<file path="src/rtl/mcp_spi_pkg.sv">
// ---------------------------------------------------------------------------
// mcp_spi_pkg
// Shared types and constants for the MCP23S17-style SPI master.
//   state_e        : master FSM states (ST_FLUSH only reachable when the
//                    SPI_FLUSH_CLK_EN macro is defined)
//   MCP_OPCODE_HI  : fixed upper nibble of the device opcode
//   FRAME_BITS     : opcode + address + data bits per frame
//   RD_FIRST_EDGE  : first SCLK rise carrying read data from the sink
//   mcp_frame()    : builds the 24-bit MSB-first frame
// ---------------------------------------------------------------------------
package mcp_spi_pkg;

    typedef enum logic [2:0] {
        ST_IDLE,
        ST_CS_SETUP,
        ST_SHIFT,
        ST_CS_HOLD,
        ST_FLUSH
    } state_e;

    localparam logic [3:0] MCP_OPCODE_HI = 4'b0100;
    localparam int         FRAME_BITS    = 24;
    localparam int         RD_FIRST_EDGE = 17;
    localparam int         HALF_PERIODS  = 2 * FRAME_BITS;

    function automatic logic [FRAME_BITS-1:0] mcp_frame(
        input logic [2:0] dev,
        input logic       rw,
        input logic [7:0] addr,
        input logic [7:0] wdata
    );
        return {MCP_OPCODE_HI, dev, rw, addr, wdata};
    endfunction

endpackage

</file>
<file path="src/rtl/spi_clk_gen.sv">
// ---------------------------------------------------------------------------
// spi_clk_gen
// Half-period tick counter and SCLK toggle for the SPI master.
//   clk, rstn  : system clock, async active-low reset
//   enable     : count half-periods and toggle SCLK at each half-period end
//   restart    : force a rising SCLK edge on the next clk edge, counter cleared
//   hold_low   : suppress the rise that would end a low half-period
//   sclk_o     : registered SPI clock, idle low
//   rise_tick  : SCLK goes 1 at the coming clk edge
//   fall_tick  : SCLK goes 0 at the coming clk edge
//   half_end   : last clk cycle of the current half-period
// ---------------------------------------------------------------------------
module spi_clk_gen #(
    parameter int CLK_DIV = 4
) (
    input  logic clk,
    input  logic rstn,
    input  logic enable,
    input  logic restart,
    input  logic hold_low,
    output logic sclk_o,
    output logic rise_tick,
    output logic fall_tick,
    output logic half_end
);

    localparam int                CNT_W    = (CLK_DIV > 1) ? $clog2(CLK_DIV) : 1;
    localparam logic [CNT_W-1:0]  CNT_LAST = CNT_W'(CLK_DIV - 1);

    logic [CNT_W-1:0] cnt_q, cnt_d;
    logic             sclk_q, sclk_d;

    always_comb begin
        half_end  = enable && (cnt_q == CNT_LAST);
        rise_tick = restart || (half_end && !sclk_q && !hold_low);
        fall_tick = half_end && sclk_q;

        cnt_d = '0;
        if (enable && !restart && !half_end) begin
            cnt_d = cnt_q + 1'b1;
        end

        sclk_d = sclk_q;
        if (rise_tick) begin
            sclk_d = 1'b1;
        end else if (fall_tick) begin
            sclk_d = 1'b0;
        end
    end

    always_ff @(posedge clk or negedge rstn) begin
        if (!rstn) begin
            cnt_q  <= '0;
            sclk_q <= 1'b0;
        end else begin
            cnt_q  <= cnt_d;
            sclk_q <= sclk_d;
        end
    end

    assign sclk_o = sclk_q;

endmodule

</file>
<file path="src/rtl/mcp_spi_master.sv">
// ---------------------------------------------------------------------------
// mcp_spi_master
// SPI mode-0 master for one MCP23S17-style sink. A register command
// (rw, addr, wdata) becomes a 24-bit frame {0100, DEV_ADDR, rw}, addr, data,
// sent MSB first; read data (rises 17..24) is returned with rsp_valid.
//   cmd_valid/cmd_ready/cmd_rw/cmd_addr/cmd_wdata : command side
//   rsp_valid/rsp_rdata                            : response strobe + data
//   busy                                           : transaction in flight
//   sclk_o/csn_o/mosi_o/miso_i                     : SPI pins
// Optional feature (macro SPI_FLUSH_CLK_EN): after CS_HOLD, deselect for one
// cycle and send one extra SCLK pulse with CSN high so the sink re-arms.
// ---------------------------------------------------------------------------
module mcp_spi_master
    import mcp_spi_pkg::*;
#(
    parameter int         CLK_DIV  = 4,
    parameter logic [2:0] DEV_ADDR = 3'b000,
    parameter int         CSS_CYC  = 2,
    parameter int         CSH_CYC  = 2
) (
    input  logic       clk,
    input  logic       rstn,
    input  logic       cmd_valid,
    output logic       cmd_ready,
    input  logic       cmd_rw,
    input  logic [7:0] cmd_addr,
    input  logic [7:0] cmd_wdata,
    output logic       rsp_valid,
    output logic [7:0] rsp_rdata,
    output logic       busy,
    output logic       sclk_o,
    output logic       csn_o,
    output logic       mosi_o,
    input  logic       miso_i
);

    localparam int               CYC_MAX   = (CSS_CYC > CSH_CYC) ? CSS_CYC : CSH_CYC;
    localparam int               CYC_W     = (CYC_MAX > 1) ? $clog2(CYC_MAX) : 1;
    localparam logic [CYC_W-1:0] CSS_LAST  = CYC_W'(CSS_CYC - 1);
    localparam logic [CYC_W-1:0] CSH_LAST  = CYC_W'(CSH_CYC - 1);
    localparam logic [5:0]       EDGE_LAST = 6'(HALF_PERIODS);
    localparam logic [5:0]       RD_FIRST  = 6'(RD_FIRST_EDGE);

    state_e                  state_q, state_d;
    logic [CYC_W-1:0]        cyc_q, cyc_d;
    logic [5:0]              edge_q, edge_d;
    logic [FRAME_BITS-1:0]   tx_q, tx_d;
    logic [7:0]              rx_q, rx_d;
    logic                    rw_q, rw_d;
    logic                    csn_q, csn_d;
    logic                    mosi_q, mosi_d;
    logic                    rsp_valid_q, rsp_valid_d;
    logic [7:0]              rsp_rdata_q, rsp_rdata_d;
    logic                    busy_q, busy_d;

    logic                    cg_enable, cg_restart, cg_hold_low;
    logic                    rise_tick, fall_tick, half_end;
    logic [FRAME_BITS-1:0]   frame_w;
    logic [5:0]              rise_num;

    spi_clk_gen #(
        .CLK_DIV (CLK_DIV)
    ) u_clk_gen (
        .clk       (clk),
        .rstn      (rstn),
        .enable    (cg_enable),
        .restart   (cg_restart),
        .hold_low  (cg_hold_low),
        .sclk_o    (sclk_o),
        .rise_tick (rise_tick),
        .fall_tick (fall_tick),
        .half_end  (half_end)
    );

    assign frame_w   = mcp_frame(DEV_ADDR, cmd_rw, cmd_addr, cmd_wdata);
    // busy_q still high in the response cycle keeps ready low for that cycle
    assign cmd_ready = (state_q == ST_IDLE) && !busy_q;
    // Edge count is even before every rise, so rise number = edges/2 + 1
    assign rise_num  = {1'b0, edge_q[5:1]} + 6'd1;

    // Clock generator control
    always_comb begin
        cg_enable   = (state_q == ST_SHIFT) || ((state_q == ST_FLUSH) && (edge_q != 6'd0));
        cg_restart  = ((state_q == ST_CS_SETUP) && (cyc_q == CSS_LAST)) ||
                      ((state_q == ST_FLUSH) && (edge_q == 6'd0));
        // Final low half-period of the frame and the flush low half end without a rise
        cg_hold_low = (state_q == ST_FLUSH) || (edge_q == EDGE_LAST);
    end

    always_comb begin
        state_d     = state_q;
        cyc_d       = cyc_q;
        edge_d      = edge_q;
        tx_d        = tx_q;
        rx_d        = rx_q;
        rw_d        = rw_q;
        csn_d       = csn_q;
        mosi_d      = mosi_q;
        rsp_valid_d = 1'b0;
        rsp_rdata_d = rsp_rdata_q;
        busy_d      = busy_q;

        if (rise_tick || fall_tick) begin
            edge_d = edge_q + 6'd1;
        end
        if (rise_tick && (state_q != ST_FLUSH) && (rise_num >= RD_FIRST)) begin
            rx_d = {rx_q[6:0], miso_i};
        end
        // tx is pre-shifted and zero-filled, so fall 24 leaves mosi at 0
        if (fall_tick && (state_q == ST_SHIFT)) begin
            mosi_d = tx_q[FRAME_BITS-1];
            tx_d   = {tx_q[FRAME_BITS-2:0], 1'b0};
        end

        case (state_q)
            ST_IDLE: begin
                busy_d = 1'b0;
                if (cmd_valid && cmd_ready) begin
                    state_d = ST_CS_SETUP;
                    busy_d  = 1'b1;
                    csn_d   = 1'b0;
                    cyc_d   = '0;
                    edge_d  = 6'd0;
                    rw_d    = cmd_rw;
                    rx_d    = 8'h00;
                    mosi_d  = frame_w[FRAME_BITS-1];
                    tx_d    = {frame_w[FRAME_BITS-2:0], 1'b0};
                end
            end
            ST_CS_SETUP: begin
                if (cyc_q == CSS_LAST) begin
                    state_d = ST_SHIFT;
                end else begin
                    cyc_d = cyc_q + 1'b1;
                end
            end
            ST_SHIFT: begin
                if (half_end && (edge_q == EDGE_LAST)) begin
                    state_d = ST_CS_HOLD;
                    cyc_d   = '0;
                end
            end
            ST_CS_HOLD: begin
                if (cyc_q == CSH_LAST) begin
`ifdef SPI_FLUSH_CLK_EN
                    state_d = ST_FLUSH;
                    csn_d   = 1'b1;
                    edge_d  = 6'd0;
`else
                    state_d     = ST_IDLE;
                    csn_d       = 1'b1;
                    rsp_valid_d = 1'b1;
                    rsp_rdata_d = rw_q ? rx_q : 8'h00;
`endif
                end else begin
                    cyc_d = cyc_q + 1'b1;
                end
            end
            ST_FLUSH: begin
`ifdef SPI_FLUSH_CLK_EN
                // edge 2 is the flush fall; finish at the end of its low half
                if ((edge_q == 6'd2) && half_end) begin
                    state_d     = ST_IDLE;
                    rsp_valid_d = 1'b1;
                    rsp_rdata_d = rw_q ? rx_q : 8'h00;
                end
`else
                state_d = ST_IDLE;
`endif
            end
            default: state_d = ST_IDLE;
        endcase
    end

    always_ff @(posedge clk or negedge rstn) begin
        if (!rstn) begin
            state_q     <= ST_IDLE;
            cyc_q       <= '0;
            edge_q      <= 6'd0;
            tx_q        <= '0;
            rx_q        <= 8'h00;
            rw_q        <= 1'b0;
            csn_q       <= 1'b1;
            mosi_q      <= 1'b0;
            rsp_valid_q <= 1'b0;
            rsp_rdata_q <= 8'h00;
            busy_q      <= 1'b0;
        end else begin
            state_q     <= state_d;
            cyc_q       <= cyc_d;
            edge_q      <= edge_d;
            tx_q        <= tx_d;
            rx_q        <= rx_d;
            rw_q        <= rw_d;
            csn_q       <= csn_d;
            mosi_q      <= mosi_d;
            rsp_valid_q <= rsp_valid_d;
            rsp_rdata_q <= rsp_rdata_d;
            busy_q      <= busy_d;
        end
    end

    assign csn_o     = csn_q;
    assign mosi_o    = mosi_q;
    assign rsp_valid = rsp_valid_q;
    assign rsp_rdata = rsp_rdata_q;
    assign busy      = busy_q;

endmodule

</file>
<file path="config.mk">
export PLATFORM = sky130hd
export DESIGN_NAME = mcp_spi_master
export DESIGN_NICKNAME = d
export VERILOG_FILES = /design/src/rtl/mcp_spi_pkg.sv /design/src/rtl/spi_clk_gen.sv /design/src/rtl/mcp_spi_master.sv
export SDC_FILE = /design/constraint.sdc
export NUM_CORES = 1
export LEC_CHECK = 0
export BUFFER_PORTS_ARGS = -buffer_cell sky130_fd_sc_hd__buf_2
export CAP_MARGIN = 5
export CORE_MARGIN = 3
export CORE_UTILIZATION = 61
export CTS_CLUSTER_DIAMETER = 150
export DETAILED_ROUTE_END_ITERATION = 8
export GPL_TIMING_DRIVEN = 0
export MAX_ROUTING_LAYER = met4
export PLACE_DENSITY = 0.84
export SYNTH_ARGS = -nofsm -noshare
export SYNTH_HDL_FRONTEND = slang
export SYNTH_SLANG_ARGS = --single-unit
</file>
<file path="constraint.sdc">
create_clock -name clk -period 4.2 [get_ports clk]
set_input_delay 0.21 -clock clk [delete_from_list [all_inputs] [get_ports clk]]
set_output_delay 0.21 -clock clk [all_outputs]
set_load 0.02 [all_outputs]
</file>
==> reports/metrics.yaml <==
crit_family: "simple AND/OR/NAND/NOR gates"
synth_cell_type_count: 39
synth_ff_type: "dfrtp_1"
p_per_area_nw_per_um2: 379
io_pins: 35
maxCapViolCount: 0
timing.slew.headroom_pct: 51.2
final_hold_viol_count: 0
clockRootBuffer: "clkbuf_8"
gr-total-overflow: 0
worstSetupStartpoint: "state_q[0]"
drt-met1-wl_um: 2250
synth.avg_cell_area_um2: 9.88
via_per_inst: 5.39
cts_setup_buffers: 0
post_cts_resized: 0
synth_adder_area_share_pct: 3.77
synthXorXnorAreaFrac_pct: 1.32
firstDrtPassIters: 4
ys_seq_elements: 57
grt_pass1_wl_um: 8860
ir_drop_mv: 0.213
synth_largest_area_cell: "dfrtp_1"
ys_warn_count: 0
cpMaxStageDelayCell: "dfrtp_1"
min-delay-start: "cmd_rw"
synthCells: 269
slew_viol_final: 0
fin_skew_ps: 8.86
die_height_um: 72.0
clk_latency_ps: 340
fmax_mhz: 523
synth_edf_count: 0
top_layer_used: "met4"
diodes: 0
synth_compound_area_share_pct: 12.6
antenna_found_initial: 0
hold_buffers: 0
critical_path_class: "reg -> reg"
synth.top_cells.by_count: "nand2_1, dfrtp_1, nor2_1"
yosys.area.top_type_share_pct: 52.7
min_path_type: "in -> reg"
cts_tree: "yes"
dr_wl_met3_um: 248
port_buffers: 34
p_leak_nw: 1.59
start_util_pct: 64.6
period_minus_slack_ps: 1910
crit_required_ps: 4390
finalSetupViolations: 0
status: "completed"
cp-end-kind: "register"
final_antenna_net_count: 0
drcViolationCount: 0
vias: 1999
syn_to_final_growth_pct: 19.4
die_x_um: 72.0
cpPeakStageDelay_ps: 400
synth_top_family_by_area: "simple AND/OR/NAND/NOR gates"
cts_sinks: 57
first_global_vias: 1985
post-synth-top-count-cell: "nand2_1"
rows: 23
die_area_um2: 5180
crit_chain: "inv_1 -> ha_1 -> nand3_1 -> clkbuf_1 -> nor2_1 -> a31oi_1"
worstMarginPinSlew_ps: 731
met2WireLength_um: 2600
cts_buffer_depth: 2
syn-num-nets: 298
rsz0062_at_grt: "no"
clk_pin_slew_ps: 60
coreArea_um2: 4120
worst-path-max-fanout: 10
synthTopCellsByArea: "dfrtp_1, nand2_1, mux2i_1, a31oi_1, ha_1"
syn_area_um2: 2660
grt_max_degree: 58
totalNegativeSetupSlack_ps: 0
synth_simple_gate_area_share_pct: 20.9
post-route-period-util_pct: 45.6
worstReg2RegStart: "state_q[0]"
layout-drive-gt1-share_pct: 21.8
place_hpwl_um: 3500
final_nets: 345
holdWs_ps: 102
gp_congestion: 0.824
cp.arrival_ps: 2100
yosysSeqAreaShare_pct: 53.7
synth_mux_area_share_pct: 4.71
dr.first_iter.drc_count: 138
htree_levels: 3
critPathBufInv: 2
cp-start-kind: "register"
wirelength_um: 5190
cts_buffers: 9
async_reset_ff_share_pct: 100
wl_per_cell_um: 14.0
grt_use_total_pct: 22.9
per-layer routing:
| metal | vias to the layer above | GRT usage, % |
|---|---|---|
| met2 | 49 | 36.2 |
| li1 | 995 | - |
| met3 | 11 | 4.85 |
| met4 | 0 | 11.3 |
| met5 | - | - |
| met1 | 944 | 28.0 |
layout make-up:
| type | instances | area [um2] |
|---|---|---|
| Buffer | 13 | 53.8 |
| Clock buffer | 11 | 141 |
| Tap cell | 50 | 62.6 |
| Multi-Input combinational cell | 192 | 1150 |
| Inverter | 7 | 26.3 |
| Timing Repair Buffer | 36 | 208 |
| Sequential cell | 57 | 1430 |
| Fill cell | 286 | 943 |
| Clock inverter | 5 | 103 |
worst reg2reg max path, delay by kind of cell (launching register included):
family                     cells  cell delay, ps
adders and majority gates      1             350
DFF                            1             400
AOI/OAI and AO/OA              1              70
and+or+nand+nor                2             500
buffers and inverters          2             460
worst paths after layout:
kind                       cells after the start  slack [ps]                  to
max in group asynchronous                      3        3150            tx_q[22]
min in group asynchronous                      2         470        rsp_rdata[7]
max                                            6        2290             tx_q[2]
min                                            3         100                rw_q
min reg2reg                                    1         440  u_clk_gen.cnt_q[0]
max reg2reg                                    6        2290             tx_q[2]
layout by cell type, fill, tap and decap left out, drive strengths merged, types with 3 or more instances in the layout:
cell type and count:
xor2 3, o21ai 10, inv 7, mux2i 11, dfrtp 56, bufinv 3
buf 39, a21oi 9, clkbuf 20, nand2 81, nor2 26, and3 3
ha 8, nand3 4, a31oi 16
sequential cells by signal (all words and copies together) (netlist names):
register          flops
rsp_rdata             8
csn_o                 1
rx_q                  8
tx_q                 24
edge_q                6
rw_q                  1
busy                  1
mosi_o                1
u_clk_gen.cnt_q       2
u_clk_gen.sclk_o      1
cyc_q                 1
rsp_valid             1
state_q               2
where the power goes:
group | leakage [nW] | switching [mW] | total, mW | internal [mW]
Combinational | 0.807 | 0.0146 | 0.0249 | 0.0104
Clock | 0.120 | 0.217 | 0.626 | 0.409
Sequential | 0.664 | 0.000519 | 0.551 | 0.550
stage by stage:
step	instance area (um2)	utilization [%]	power, mW	instances	setup WS (ps)
5_1_grt	3170	77.1	1.23	371	2080
4_1_cts	3130	76.2	1.20	369	2270
2_1_floorplan	2660	-	0.562	269	2530
3_3_place_gp	2890	70.2	0.582	353	2330
6_report	3170	77.1	1.20	371	2290
3_5_place_dp	2890	70.2	0.583	353	2280
cell families after synthesis:
group	count (synthesis)
and+or+nand+nor	123
DFF	57
AOI/OAI and AO/OA	45
buffers and inverters	20
muxes	12
adders and majority gates	8
xor gates and xnor gates	4
No activity file was read; power rests on OpenSTA's default activity.
